File: src/rtl/i2c_arbiter.sv
// Round-robin arbiter sharing one i2c_basic controller between NUM_REQ requesters.
// Define I2C_ARB_TIMEOUT_EN to enable the transaction watchdog (err / i2c_reset).
module i2c_arbiter #(
    parameter int NUM_REQ        = 4,
    parameter int TIMEOUT_CYCLES = 2**20
) (
    input  logic                    clk,
    input  logic                    reset_n,
    input  logic [NUM_REQ-1:0]      req,
    input  logic [7*NUM_REQ-1:0]    req_addr,
    input  logic [2*NUM_REQ-1:0]    req_num_wr,
    input  logic [24*NUM_REQ-1:0]   req_wr_data,
    input  logic [2*NUM_REQ-1:0]    req_num_rd,
    output logic [NUM_REQ-1:0]      grant,
    output logic [NUM_REQ-1:0]      ack,
    output logic [15:0]             rd_data,
    output logic                    err,
    output logic [6:0]              i2c_addr,
    output logic [1:0]              i2c_num_wr_bytes,
    output logic [7:0]              i2c_wr_data0,
    output logic [7:0]              i2c_wr_data1,
    output logic [7:0]              i2c_wr_data2,
    output logic [1:0]              i2c_num_rd_bytes,
    output logic                    i2c_start,
    input  logic                    i2c_done,
    input  logic [7:0]              i2c_rd_data0,
    input  logic [7:0]              i2c_rd_data1,
    output logic                    i2c_reset
);
    localparam int IW = $clog2(NUM_REQ);

    typedef enum logic [2:0] {
        S_IDLE, S_ISSUE, S_WAIT_BUSY, S_WAIT_DONE, S_ACK, S_GAP
    } state_e;

    state_e               state_q;
    logic [IW-1:0]        ptr_q, ptr_d, win_idx;
    logic                 found;
    int                   idx, sel;
    logic [6:0]           w_addr;
    logic [1:0]           w_nwr, w_nrd, w_nrd_eff;
    logic [23:0]          w_wd;
    logic                 w_null;

    logic [NUM_REQ-1:0]   grant_q, ack_q;
    logic [15:0]          rd_data_q;
    logic [6:0]           addr_q;
    logic [1:0]           nwr_q, nrd_q;
    logic [7:0]           wd0_q, wd1_q, wd2_q;
    logic                 start_q, i2c_reset_q;

`ifdef I2C_ARB_TIMEOUT_EN
    localparam int CW = $clog2(TIMEOUT_CYCLES) + 1;
    logic [CW-1:0] cnt_q;
    logic          err_q;
    logic          to_hit;
    assign to_hit = (cnt_q == CW'(TIMEOUT_CYCLES - 1));
    assign err    = err_q;
`else
    assign err    = 1'b0;
`endif

    // First set request at or after the pointer, wrapping around
    always_comb begin
        found   = 1'b0;
        win_idx = '0;
        idx     = 0;
        for (int k = 0; k < NUM_REQ; k++) begin
            idx = (int'(ptr_q) + k) % NUM_REQ;
            if (!found && req[IW'(idx)]) begin
                found   = 1'b1;
                win_idx = IW'(idx);
            end
        end
    end

    always_comb begin
        sel       = int'(win_idx);
        w_addr    = req_addr[7*sel +: 7];
        w_nwr     = req_num_wr[2*sel +: 2];
        w_nrd     = req_num_rd[2*sel +: 2];
        w_wd      = req_wr_data[24*sel +: 24];
        w_nrd_eff = (w_nwr != 2'd0) ? 2'd0 :
                    (w_nrd == 2'd3) ? 2'd2 : w_nrd;
        w_null    = (w_nwr == 2'd0) && (w_nrd == 2'd0);
        ptr_d     = (win_idx == IW'(NUM_REQ - 1)) ? '0 : win_idx + 1'b1;
    end

    always_ff @(posedge clk) begin
        if (!reset_n) begin
            state_q     <= S_IDLE;
            ptr_q       <= '0;
            grant_q     <= '0;
            ack_q       <= '0;
            rd_data_q   <= '0;
            addr_q      <= '0;
            nwr_q       <= '0;
            nrd_q       <= '0;
            wd0_q       <= '0;
            wd1_q       <= '0;
            wd2_q       <= '0;
            start_q     <= 1'b0;
            i2c_reset_q <= 1'b1;
`ifdef I2C_ARB_TIMEOUT_EN
            cnt_q       <= '0;
            err_q       <= 1'b0;
`endif
        end else begin
            start_q     <= 1'b0;
            ack_q       <= '0;
            i2c_reset_q <= 1'b0;
            unique case (state_q)
                S_IDLE: begin
                    if (|req) begin
                        grant_q <= NUM_REQ'(1) << win_idx;
                        addr_q  <= w_addr;
                        nwr_q   <= w_nwr;
                        nrd_q   <= w_nrd_eff;
                        wd0_q   <= w_wd[7:0];
                        wd1_q   <= w_wd[15:8];
                        wd2_q   <= w_wd[23:16];
                        ptr_q   <= ptr_d;
`ifdef I2C_ARB_TIMEOUT_EN
                        err_q   <= 1'b0;
`endif
                        if (w_null) begin
                            rd_data_q <= '0;
                            state_q   <= S_ACK;
                        end else begin
                            state_q   <= S_ISSUE;
                        end
                    end
                end
                S_ISSUE: begin
                    start_q <= 1'b1;
                    state_q <= S_WAIT_BUSY;
`ifdef I2C_ARB_TIMEOUT_EN
                    cnt_q   <= '0;
`endif
                end
                S_WAIT_BUSY: begin
                    if (!i2c_done) begin
                        state_q <= S_WAIT_DONE;
`ifdef I2C_ARB_TIMEOUT_EN
                        cnt_q   <= '0;
                    end else if (to_hit) begin
                        i2c_reset_q <= 1'b1;
                        rd_data_q   <= '0;
                        err_q       <= 1'b1;
                        state_q     <= S_ACK;
                    end else begin
                        cnt_q <= cnt_q + 1'b1;
`endif
                    end
                end
                S_WAIT_DONE: begin
                    if (i2c_done) begin
                        rd_data_q <= {i2c_rd_data0, i2c_rd_data1};
                        state_q   <= S_ACK;
`ifdef I2C_ARB_TIMEOUT_EN
                    end else if (to_hit) begin
                        i2c_reset_q <= 1'b1;
                        rd_data_q   <= '0;
                        err_q       <= 1'b1;
                        state_q     <= S_ACK;
                    end else begin
                        cnt_q <= cnt_q + 1'b1;
`endif
                    end
                end
                S_ACK: begin
                    ack_q   <= grant_q;
`ifdef I2C_ARB_TIMEOUT_EN
                    // Second cycle of the controller reset after a timeout
                    i2c_reset_q <= err_q;
`endif
                    state_q <= S_GAP;
                end
                S_GAP: begin
                    grant_q <= '0;
                    state_q <= S_IDLE;
                end
                default: state_q <= S_IDLE;
            endcase
        end
    end

    assign grant            = grant_q;
    assign ack              = ack_q;
    assign rd_data          = rd_data_q;
    assign i2c_addr         = addr_q;
    assign i2c_num_wr_bytes = nwr_q;
    assign i2c_num_rd_bytes = nrd_q;
    assign i2c_wr_data0     = wd0_q;
    assign i2c_wr_data1     = wd1_q;
    assign i2c_wr_data2     = wd2_q;
    assign i2c_start        = start_q;
    assign i2c_reset        = i2c_reset_q;
endmodule

File: config.mk
export PLATFORM = sky130hd
export DESIGN_NAME = i2c_arbiter
export DESIGN_NICKNAME = d
export VERILOG_FILES = /design/src/rtl/i2c_arbiter.sv
export SDC_FILE = /design/constraint.sdc
export NUM_CORES = 1
export LEC_CHECK = 0
export CELL_PAD_IN_SITES_DETAIL_PLACEMENT = 1
export CELL_PAD_IN_SITES_GLOBAL_PLACEMENT = 1
export CORE_MARGIN = 1
export CORE_UTILIZATION = 27
export CTS_BUF_LIST = sky130_fd_sc_hd__clkbuf_8
export DETAILED_ROUTE_END_ITERATION = 12
export GPL_ROUTABILITY_DRIVEN = 0
export PLACE_DENSITY = 0.95
export SKIP_CTS_REPAIR_TIMING = 1
export SYNTH_ARGS = -nofsm -noshare
export SYNTH_HDL_FRONTEND = slang
export SYNTH_SLANG_ARGS = --single-unit
File: constraint.sdc
create_clock -name clk -period 5.92 [get_ports clk]
set_input_delay 0.592 -clock clk [delete_from_list [all_inputs] [get_ports clk]]
set_output_delay 0.592 -clock clk [all_outputs]
set_load 0.01 [all_outputs]
After elaboration in Yosys (flattened, before gate mapping) --
Cells that the tools add are included.
Cells by class: add/subtract/negate cells 4, multiply operators 2, magnitude comparators 4, eq/ne operators 11, shift-type cells 5, muxes and demuxes 35, reduce and logical (&&, ||, !) cells 19
Operator list (number):
- $shiftx 96x8->24 | 1
- $mux 16 | 3
- $pmux 16 s2 | 1
- $shiftx 28x6->7 | 1
- $lt 2x4->1 const B | 4
- $shiftx 8x4->2 | 2
- $pmux 3 s5 | 1
- $mux 2 | 7
- $mux 1 | 13
- $mux 3 | 4
- $bmux 1 s2 | 4
- $ne 2x2->1 const B | 4
- $pmux 4 s2 | 1
- $eq 3x2->1 const B | 2
- $eq 3x3->1 const B | 2
- $reduce_and 2->1 | 3
- $reduce_bool 2->1 | 3
- $mul 3x2->5 const A | 1
- $add 2x1->2 const B | 2
- $add 2x2->2 const B | 2
- $eq 2x2->1 const B | 2
- $logic_and 1x1->1 | 4
- $logic_not 2->1 | 2
- $mul 2x2->4 const A | 1
- other kinds (8) | 10
Word-level totals: register bits after elaboration 66, input bits 163, output and inout port bits 62, word-level logic and storage cells 93

Longest topological paths before layout --
depth in word-level cells 19, depth in mapped cells 10, depth with buffers taken out 8

Least setup slack after synthesis --
No wires, ideal clock.
path kind input-to-reg, start point input req[0], end point register rd_data_q[10] (netlist: rd_data[10]), setup time 0.117 ns, arrival 2.154 ns, data required time 5.803 ns, slack 3.650 ns, stages on the path 8, path through and2_4 -> o211a_4 -> o21ai_0 -> nand3_2 -> a22oi_4 -> a41oi_4 -> buf_6 -> a22o_1
Between the ends: word-level cells in the longest chain between the ends 18, elaborated cells between the ends (all ways) 34, those cells by class 2 x eq/ne; 2 x shift; 19 x mux; 11 x reduce/logical
Ends and longest elaborated chain:
- start: declaration | line 9 | input logic [NUM_REQ-1:0] req,
- $bmux 1 s2 | line 70 | if (!found && req[IW'(idx)]) begin
- $mux 1 (implied by the code) (2 in a row) | line 70
- $mux 1 | line 70
- $logic_not 1->1 | line 70
- $logic_and 1x1->1 | line 70
- $mux 1 | line 70
- $logic_not 1->1 | line 70
- $logic_and 1x1->1 | line 70
- $mux 1 | line 70
- $logic_not 1->1 | line 70
- $logic_and 1x1->1 | line 70
- $mux 2 | line 70
- $shiftx 8x4->2 (on tied branches) | line 80, 81
- $logic_not 2->1 | line 85 | w_null = (w_nwr == 2'd0) && (w_nrd == 2'd0);
- $logic_and 1x1->1 | line 85
- $ne 2x2->1 (no line)
- $reduce_and 4->1 (no line) (*)
- end signal: assignment | line 158 | rd_data_q <= {i2c_rd_data0, i2c_rd_data1};
- end: declaration | line 46 | logic [15:0] rd_data_q;
Mark *: on every way between the ends. The rest lies on a longest branch, timed or not. The select of a mux whose other input is x is not followed. A chain may end at the register's enable or synchronous reset.

Worst setup path after layout --
start point input req[0], end point register rd_data_q[12] (netlist: rd_data[12])
The elaborated chain is that of the path after synthesis.

==> flow_summary.ini <==
[die]
io_pins = 225
dieArea_mm2 = 0.01354
placementRows = 41
chipWidth_um = 116.4
initial_core_util = 0.2787
die_y_um = 116.4
coreArea_mm2 = 0.01267

[routing]
ant_nets = 0
drc_errors = 0
first_iter_violations = 144
wl_per_cell_um = 16.95
num_vias = 4347
routed_wl_um = 14950
vias_per_cell = 4.929
firstDrtPassIters = 4

[cells_and_area]
design_area_mm2 = 0.006051
finalNonFillerCells = 882
drive_gt1_frac = 0.04507
n_fill_cell = 1585
antenna_cells = 0
areaGrowthSynthToFinish_pct = 71.37
finalNetCount = 872

[critical_path]
cp-end-kind = flop
r2r-end = rd_data[12]
path_max_fanout = 39
r2r-start = ptr_q[1]
worstSetupPathType = in -> reg
worstRegToRegCells = 10
critPathLaunch = req[0]
start_kind = input port
worstPathRequired_ns = 6.15
rrSetupSlack_ns = 2.59
cp.arrival_ns = 3.88

[power_and_ir_drop]
p_leak_nw = 2.349
power_mw = 2.169
ir_worst_vdd_mv = 0.1894
p_per_area_mw_per_mm2 = 358.5

[timing]
fmax_ghz = 0.2737
fin_crit_sh = 0.6171
slew_headroom = 0.2748
fin_crit_ns = 3.653
setup_viol = 0
hold_viol = 0
final.setup.worst_slack_ns = 2.267
worstMarginPinSlew_ns = 1.088
finClkSkew_ns = 0.009562
slew_violations = 0
grt_setup_unrepaired = no
setup_tns_ns = 0

[placed_design]
hpwl_um = 11190
port-buffer-count = 223
place_ws_ns = 1.935
dp_cells = 866
placed_area_mm2 = 0.005849

[clocking]
cts_tree = built
cts_made_buffers = 9
cts_buffer_depth = 2
cts_sinks = 66
cts_root_buffer = clkbuf_8
path_clk_slew_ns = 0.07
htree_levels = 3
clk_latency_ns = 0.35

[global_route]
grt_pass1_wl_um = 23080
overflow = 0
grt_pass1_vias = 4677
grt_max_degree = 70
track_usage = 0.2215
grt_antenna_before_repair = 0

[outcome]
status = complete, no violations

[worst_hold_path]
min_from = i2c_wr_data0[3]
whs_endpoint = i2c_wr_data0[3]
hold_class = reg -> reg
holdPathStages = 2

[logic_synthesis]
ys_seq_area_frac = 0.3742
syn-cell-area_mm2 = 0.003531
postSynthCellCount = 506
synth_nets = 673
ys_ff_latch = 66
yosys.cell_types.count = 41
avgSynthCellArea_um2 = 6.978
ys_warn_count = 0

[job]
maxCapViolCount = 0
-- kinds of logic after synthesis --
logic type / synth area share
compound gates: 0.1442
simple gates: 0.3955
flops: 0.3742
fa+ha+maj: 0.01417
other cells: 0.001062
mux: 0.02161
buf+inv: 0.04926
-- area by class of cell --
class | instances | area (um2) | share of cell area
Tap cell | 172 | 215.2 | 0.03557
Multi-Input combinational cell | 398 | 2043 | 0.3377
Sequential cell | 66 | 1321 | 0.2184
Timing Repair Buffer | 226 | 2255 | 0.3726
Inverter | 4 | 15.01 | 0.002481
Clock buffer | 9 | 123.9 | 0.02047
Clock inverter | 7 | 77.57 | 0.01282
-- metrics by stage --
step                      hold WS (ns)    util
after global routing            0.4812  0.4775
final                           0.4601  0.4775
after CTS                       0.4616  0.4775
after global placement          0.4403  0.4616
after detailed placement        0.4500  0.4616
after floorplan                 0.4762       -
-- sequential cells by signal, summed over array words and instances, names as in the netlist --
signal	count
i2c_wr_data2	8
state_q	3
ptr_q	2
i2c_start	1
i2c_wr_data0	8
i2c_wr_data1	8
ack	4
i2c_addr	7
i2c_num_rd_bytes	2
i2c_num_wr_bytes	2
rd_data	16
grant	4
i2c_reset	1
-- how the worst max path moves through the flow --
| stage | slack, ns | end |
|---|---|---|
| floorplan | 3.65 | rd_data[10] |
| global placement | 2.16 | rd_data[13] |
| detailed placement | 1.94 | rd_data[12] |
| CTS | 2.31 | rd_data[12] |
| global route | 2.08 | rd_data[12] |
| finish | 2.27 | rd_data[12] |
-- synthesized netlist by cell type, drive strengths merged --
cell | n | share of area
nor2b | 3 | 0.0053
ha | 4 | 0.014
o211a | 1 | 0.0050
buf | 14 | 0.019
and3b | 1 | 0.0025
mux2i | 5 | 0.014
nor2 | 6 | 0.011
nand3b | 2 | 0.0043
nand3 | 105 | 0.15
o21ba | 1 | 0.0028
a22oi | 1 | 0.0060
dfxtp | 66 | 0.37
nor3 | 2 | 0.0043
a41oi | 2 | 0.010
o41ai | 1 | 0.0025
clkbuf | 24 | 0.026
o21ai | 9 | 0.013
nand2b | 4 | 0.0071
o21bai | 1 | 0.0021
a22o | 16 | 0.040
and3 | 1 | 0.0018
or4 | 1 | 0.0021
conb | 1 | 0.0011
and2 | 6 | 0.011
a21oi | 43 | 0.061
mux2 | 2 | 0.0074
o211ai | 1 | 0.0021
nand2 | 173 | 0.18
nor3b | 3 | 0.0064
nand4 | 3 | 0.0053
inv | 4 | 0.0043
-- cell usage in the layout (no fill, tap or decap), drive strengths merged, types with 3 or more instances in the layout --
master	n
a21oi	43
nand4	3
nor3b	3
nand3	105
nor2	6
o21ai	9
clkbuf	9
mux2i	5
clkinv	4
buf	3
inv	5
clkdlybuf4s50	223
ha	4
a22o	16
nand2b	4
dfxtp	66
nor2b	3
nand2	173
and2	6
-- worst max-delay path: stages --
cell and delay, ns:
clkdlybuf4s50_1 0.54, and2_4 0.18, and2_1 0.17, nor3_4 0.05
buf_4 0.29, inv_1 0.51, buf_4 0.39, nand3_1 0.20
a22oi_4 0.26, a41oi_4 0.31, a22o_1 0.36
-- power breakdown --
group          leakage, nW  switching [mW]  internal (mW)
logic                 1.71           0.651          0.495
registers            0.541          0.0751          0.556
clock network       0.0998           0.194          0.197
total                 2.35           0.921           1.25
-- metal layers --
metal  share of wire  GRT usage
met5               0          0
met4           0.018    0.06581
met3           0.068    0.05864
met2            0.52     0.4316
met1            0.40     0.2289
Power figures use the tool's default switching activity.
